===== config.mk =====
export PLATFORM = sky130hd
export DESIGN_NAME = rob_commit_unit
export DESIGN_NICKNAME = d
export VERILOG_FILES = /design/src/rtl/rob_commit_unit_pkg.sv /design/src/rtl/rob_ptr.sv /design/src/rtl/rob_commit_unit.sv
export SDC_FILE = /design/constraint.sdc
export NUM_CORES = 2
export LEC_CHECK = 0
export CORE_AREA = 2 2 280 282
export DETAILED_ROUTE_END_ITERATION = 16
export DIE_AREA = 0 0 282 284
export GPL_ROUTABILITY_DRIVEN = 1
export SKIP_CTS_REPAIR_TIMING = 1
export SLEW_MARGIN = 25
export SYNTH_ARGS = -nofsm -noshare
export SYNTH_HDL_FRONTEND = slang
export SYNTH_SLANG_ARGS = --single-unit
export TNS_END_PERCENT = 5

===== constraint.sdc =====
create_clock -name clk -period 8.9 [get_ports clk]
set_input_delay 1.78 -clock clk [delete_from_list [all_inputs] [get_ports clk]]
set_output_delay 1.78 -clock clk [all_outputs]
set_load 0.02 [all_outputs]

===== src/rtl/rob_commit_unit_pkg.sv =====
// Shared types and sizing for the reorder buffer / commit stage.
`ifndef PHYSICAL_REG_NUM_WIDTH
`define PHYSICAL_REG_NUM_WIDTH 6
`endif
`ifndef INST_ADDR_WIDTH
`define INST_ADDR_WIDTH 32
`endif
`ifndef ROB_DEPTH
`define ROB_DEPTH 16
`endif

package rob_commit_unit_pkg;

  localparam int unsigned RC_DEPTH  = `ROB_DEPTH;
  localparam int unsigned RC_IDX_W  = $clog2(RC_DEPTH);
  localparam int unsigned RC_PREG_W = `PHYSICAL_REG_NUM_WIDTH;
  localparam int unsigned RC_ADDR_W = `INST_ADDR_WIDTH;

  typedef enum logic [0:0] {
    RUN   = 1'b0,
    FLUSH = 1'b1
  } rob_state_t;

  typedef struct packed {
    logic                 valid;
    logic                 done;
    logic                 with_write;
    logic [RC_PREG_W-1:0] free_reg;
    logic                 is_branch;
    logic                 mispredict;
    logic [RC_ADDR_W-1:0] target;
  } rob_entry_t;

endpackage


===== src/rtl/rob_ptr.sv =====
// Wrapping ring pointer with synchronous active-low clear and increment enable.
module rob_ptr #(
  parameter int unsigned W = 4
) (
  input  logic         clk,
  input  logic         clr_n,
  input  logic         inc,
  output logic [W-1:0] ptr
);

  logic [W-1:0] ptr_q;
  logic [W-1:0] ptr_d;

  // Next pointer: clear wins over increment; natural wrap at 2^W.
  always_comb begin
    ptr_d = ptr_q;
    if (!clr_n) begin
      ptr_d = '0;
    end else if (inc) begin
      ptr_d = ptr_q + W'(1);
    end
  end

  // Pointer register.
  always_ff @(posedge clk) begin
    ptr_q <= ptr_d;
  end

  assign ptr = ptr_q;

endmodule


===== src/rtl/rob_commit_unit.sv =====
// In-order reorder buffer with single-retire commit and branch-mispredict flush.
module rob_commit_unit
  import rob_commit_unit_pkg::*;
#(
  parameter int unsigned ROB_DEPTH              = `ROB_DEPTH,
  parameter int unsigned ROB_IDX_WIDTH          = $clog2(ROB_DEPTH),
  parameter int unsigned PHYSICAL_REG_NUM_WIDTH = `PHYSICAL_REG_NUM_WIDTH,
  parameter int unsigned INST_ADDR_WIDTH        = `INST_ADDR_WIDTH
) (
  input  logic                              clk,
  input  logic                              reset,
  input  logic                              alloc_valid,
  input  logic                              alloc_with_write,
  input  logic [PHYSICAL_REG_NUM_WIDTH-1:0] alloc_free_reg,
  input  logic                              alloc_is_branch,
  output logic                              alloc_ready,
  output logic [ROB_IDX_WIDTH-1:0]          alloc_tag,
  input  logic                              complete_valid,
  input  logic [ROB_IDX_WIDTH-1:0]          complete_tag,
  input  logic                              complete_mispredict,
  input  logic [INST_ADDR_WIDTH-1:0]        complete_target,
  output logic                              commit_valid,
  output logic                              commit_with_write,
  output logic [PHYSICAL_REG_NUM_WIDTH-1:0] commited_wr_register,
  output logic                              flush,
  output logic [INST_ADDR_WIDTH-1:0]        flush_pc,
  output logic                              rob_empty,
  output logic [ROB_IDX_WIDTH:0]            rob_count
);

  localparam int unsigned CNT_W = ROB_IDX_WIDTH + 1;

  rob_state_t                        state_q, state_d;
  logic [CNT_W-1:0]                  count_q, count_d;
  rob_entry_t                        entry_q [ROB_DEPTH];
  rob_entry_t                        entry_d [ROB_DEPTH];
  logic                              commit_valid_q, commit_valid_d;
  logic                              commit_with_write_q, commit_with_write_d;
  logic [PHYSICAL_REG_NUM_WIDTH-1:0] commited_wr_register_q, commited_wr_register_d;
  logic                              flush_q, flush_d;
  logic [INST_ADDR_WIDTH-1:0]        flush_pc_q, flush_pc_d;

  logic [ROB_IDX_WIDTH-1:0] head;
  logic [ROB_IDX_WIDTH-1:0] tail;
  rob_entry_t               head_e;
  logic                     alloc_fire;
  logic                     comp_fire;
  logic                     retire;
  logic                     mis_retire;
  logic                     ptr_clr_n;

  // Handshake and retire decisions, all from registered state.
  always_comb begin
    head_e      = entry_q[head];
    alloc_ready = (state_q == RUN) && (count_q < CNT_W'(ROB_DEPTH));
    alloc_fire  = alloc_valid && alloc_ready;
    comp_fire   = complete_valid && (state_q == RUN) && entry_q[complete_tag].valid;
    retire      = (state_q == RUN) && head_e.valid && head_e.done;
    mis_retire  = retire && head_e.is_branch && head_e.mispredict;
    ptr_clr_n   = reset && !mis_retire;
  end

  rob_ptr #(.W(ROB_IDX_WIDTH)) u_head (
    .clk   (clk),
    .clr_n (ptr_clr_n),
    .inc   (retire),
    .ptr   (head)
  );

  rob_ptr #(.W(ROB_IDX_WIDTH)) u_tail (
    .clk   (clk),
    .clr_n (ptr_clr_n),
    .inc   (alloc_fire),
    .ptr   (tail)
  );

  // Next state: FSM, occupancy, entry array and commit/flush outputs.
  always_comb begin
    state_d                = state_q;
    count_d                = count_q;
    entry_d                = entry_q;
    commit_valid_d         = retire;
    commit_with_write_d    = retire && head_e.with_write;
    commited_wr_register_d = (retire && head_e.with_write) ? head_e.free_reg : '0;
    flush_d                = mis_retire;
    flush_pc_d             = mis_retire ? head_e.target : '0;

    unique case (state_q)
      RUN:     if (mis_retire) state_d = FLUSH;
      FLUSH:   state_d = RUN;
      default: state_d = RUN;
    endcase

    unique case ({alloc_fire, retire})
      2'b10:   count_d = count_q + CNT_W'(1);
      2'b01:   count_d = count_q - CNT_W'(1);
      default: count_d = count_q;
    endcase

    if (alloc_fire) begin
      entry_d[tail].valid      = 1'b1;
      entry_d[tail].done       = 1'b0;
      entry_d[tail].with_write = alloc_with_write;
      entry_d[tail].free_reg   = alloc_free_reg;
      entry_d[tail].is_branch  = alloc_is_branch;
      entry_d[tail].mispredict = 1'b0;
      entry_d[tail].target     = '0;
    end

    // A re-completion simply overwrites the outcome fields.
    if (comp_fire) begin
      entry_d[complete_tag].done       = 1'b1;
      entry_d[complete_tag].mispredict = complete_mispredict;
      entry_d[complete_tag].target     = complete_target;
    end

    if (retire) begin
      entry_d[head].valid = 1'b0;
    end

    // Mispredict squashes the whole window, including a same-cycle allocation.
    if (mis_retire) begin
      count_d = '0;
      for (int i = 0; i < ROB_DEPTH; i++) begin
        entry_d[i].valid = 1'b0;
        entry_d[i].done  = 1'b0;
      end
    end
  end

  // State and output registers with synchronous active-low reset.
  always_ff @(posedge clk) begin
    if (!reset) begin
      state_q                <= RUN;
      count_q                <= '0;
      commit_valid_q         <= 1'b0;
      commit_with_write_q    <= 1'b0;
      commited_wr_register_q <= '0;
      flush_q                <= 1'b0;
      flush_pc_q             <= '0;
      for (int i = 0; i < ROB_DEPTH; i++) begin
        entry_q[i] <= '0;
      end
    end else begin
      state_q                <= state_d;
      count_q                <= count_d;
      commit_valid_q         <= commit_valid_d;
      commit_with_write_q    <= commit_with_write_d;
      commited_wr_register_q <= commited_wr_register_d;
      flush_q                <= flush_d;
      flush_pc_q             <= flush_pc_d;
      entry_q                <= entry_d;
    end
  end

  assign alloc_tag            = tail;
  assign rob_count            = count_q;
  assign rob_empty            = (count_q == '0);
  assign commit_valid         = commit_valid_q;
  assign commit_with_write    = commit_with_write_q;
  assign commited_wr_register = commited_wr_register_q;
  assign flush                = flush_q;
  assign flush_pc             = flush_pc_q;

endmodule


==> run metrics <==
Clock Skew=roughly 0.026 ns; initial core utilization=between 40% and 50%; top-count cell post-synth=nand2_1; XOR/XNOR Fraction of Synth Area=0.327%; vias per cell=slightly below 6; TritonCTS buffer count=81; All-Layer GR Usage=a little over a quarter; HP Class=flip-flop to flip-flop; layout cells sized above 1=13.3%; Post-synth EDFFs=0; predominant post-synthesis flop cell=dfxtp_1; top cell type's share of synthesized area=46.3%; Port Buffers=100; vias in the first global route=about 25000; P_leak=around 11 nW; Avg Inst Size Synth=8.80 µm²; first-pass GRT wire length=165000 µm; Fin Setup TNS=0 ns; Async SR Flop Fraction=0%; status=complete, no violations; synth cell count leaders=nand2_1, dfxtp_1, a21oi_1; total gr overflow=0; antenna viol nets, final=0; Post-Syn Instances=between 3000 and 4000; final hold viol count=0; post-synthesis simple-gate area fraction=21.6%; final instance area=~36000 µm²; CTS tree=yes; Detailed Place HPWL=around 63000 µm; post-layout minimum cycle time=5.13 ns; final setup fails=0; Rows=102; Pwr Density=around 190 nW/µm²; Layout area overhead=12.7%; Final #Nets=3546; top cell type by total area after synthesis=dfxtp_1; Die H=approximately 280 µm; RSZ-0062 raised after global routing=false; Worst slew margin=between 10% and 20%; worst-path fanout max=50; Die ar.=around 80000 µm²; Worst Path Required=9.38 ns; Unique masters post-synth=between 40 and 50; crit path launch type=flip-flop; DRT iter0 DRCs=roughly 3400; area share of fa/ha/maj cells after synthesis=less than 1%; Max Cap Violations=0; Synthesized Nets=between 3000 and 4000; register area=about 15000 µm²; synth top area cells=dfxtp_1, mux4_2, a21oi_1; Fill cells=around 7300; via count=between 20000 and 30000; CTS H-tree lvls=3; footprint of the multi-input gates=about 16000 µm²; RePlAce Congestion=about 0.84; Clock Latency Late Sink=0.64 ns; Worst Path Arrival=approximately 5.6 ns; num ports=approximately 100; initial antenna violation count=9; WL/cell=23.9 µm; Post-DP Area=33500 µm²; CP endpoint kind=flip-flop; largest family of logic cells by synthesized area=simple AND/OR/NAND/NOR gates; core box area=77000 µm²; clock tree sinks=743; die width=282 µm; Syn. warnings=0; multiplexer share of the synthesized area=around 15%; Slew Limit Fails=0; Clock transition at path regs=roughly 0.060 ns; Yosys reg bits=between 700 and 800; complex-gate fraction of the synthesized area=approximately 11%; worst slew pin tran=~1.3 ns; Worst VDD drop=137 µV; final wirelength=~110000 µm; final cycle utilization of the critical path=roughly 58%; drt pass-1 iters=6; Seq/Total Area, Yosys=between 40 and 50%; achievable frequency=195 MHz; CTS Buffer Depth=3; residual DRC count=0; CTS root buf=clkbuf_16; CP Class=flip-flop to flip-flop; pin count of the biggest net entering global routing=between 200 and 250; post-synthesis cell area=around 32000 µm²
-- cell families (layout without fill, tap and decap cells) --
logic type | count (synthesis) | after routing
buffers and inverters | 406 | 301
DFF | 743 | 743
AOI/OAI and AO/OA | 707 | 707
muxes | 217 | 217
and+or+nand+nor | 1553 | 1553
adders and majority gates | 11 | 11
other | 0 | 3
xor gates and xnor gates | 12 | 12
-- metrics by stage --
step	utilization (%)	power, W	std cells	setup WS, ns	hold WS (ns)
floorplan	-	0.00356	3649	4.98	0.433
global placement	43.4	0.00364	4440	3.73	0.439
detailed placement	43.5	0.00364	4443	3.60	0.444
CTS	47.0	0.00699	4584	3.81	0.452
global route	47.0	0.00715	4587	3.46	0.469
finish	47.0	0.00695	4587	3.77	0.449
-- metal layers --
metal,track usage [%],up-vias,wire length [µm]
met5,0,-,62
met4,10.3,10,3840
met3,3.83,235,8480
met2,42.6,1170,50900
met1,37.7,13200,46200
li1,-,12300,-
-- area by class of cell --
| class | instances | area share [%] |
|---|---|---|
| Multi-Input combinational cell | 2500 | 43.8 |
| Tap cell | 1040 | 3.59 |
| Clock buffer | 122 | 6.90 |
| Sequential cell | 743 | 41.1 |
| Timing Repair Buffer | 150 | 3.99 |
| Inverter | 10 | 0.128 |
| Clock inverter | 19 | 0.460 |
| Antenna cell | 3 | 0.0207 |
-- cells in the final DEF, fill, tap and decap left out, types with 14 or more instances in the layout --
master	Yosys	layout
clkinv_2	0	14
clkbuf_16	0	86
clkbuf_8	0	21
nor2_1	85	65
clkdlybuf4s50_1	0	100
nor2b_4	28	28
buf_4	1	45
dfxtp_1	743	740
nand2_1	844	816
a21oi_1	677	677
nand3_1	538	534
mux4_2	203	203
a311oi_1	16	16
clkbuf_1	321	15
nand2_2	0	26
-- critical path, stage by stage (launching register included) --
cell and delay, ns:
dfxtp_4 0.69, buf_4 0.83, mux4_1 0.68, a22oi_1 0.19
nand2_1 0.11, nand3_1 0.30, inv_1 0.43, ha_1 0.46
xor2_1 0.18, ha_1 0.24, or3b_2 0.47, o221a_2 0.13
nor2_1 0.11, xnor2_1 0.12, nor2_1 0.05
-- final timing paths --
check,startpoint,end,slack (ns),depth (start not counted)
worst max-delay path,u_head.ptr[0],rob_count[4],3.77,14
worst min register to register,flip-flop,flip-flop,0.45,2
worst max register to register,u_head.ptr[0],rob_count[4],3.77,14
worst min-delay path,flip-flop,flip-flop,0.45,2
-- power breakdown --
group	switching, W	internal [W]	total, W
clock network	0.00139	0.00199	0.00338
registers	0.00000814	0.00334	0.00334
logic	0.000177	0.0000553	0.000232
Note: power is estimated with default switching activity, not from simulation.
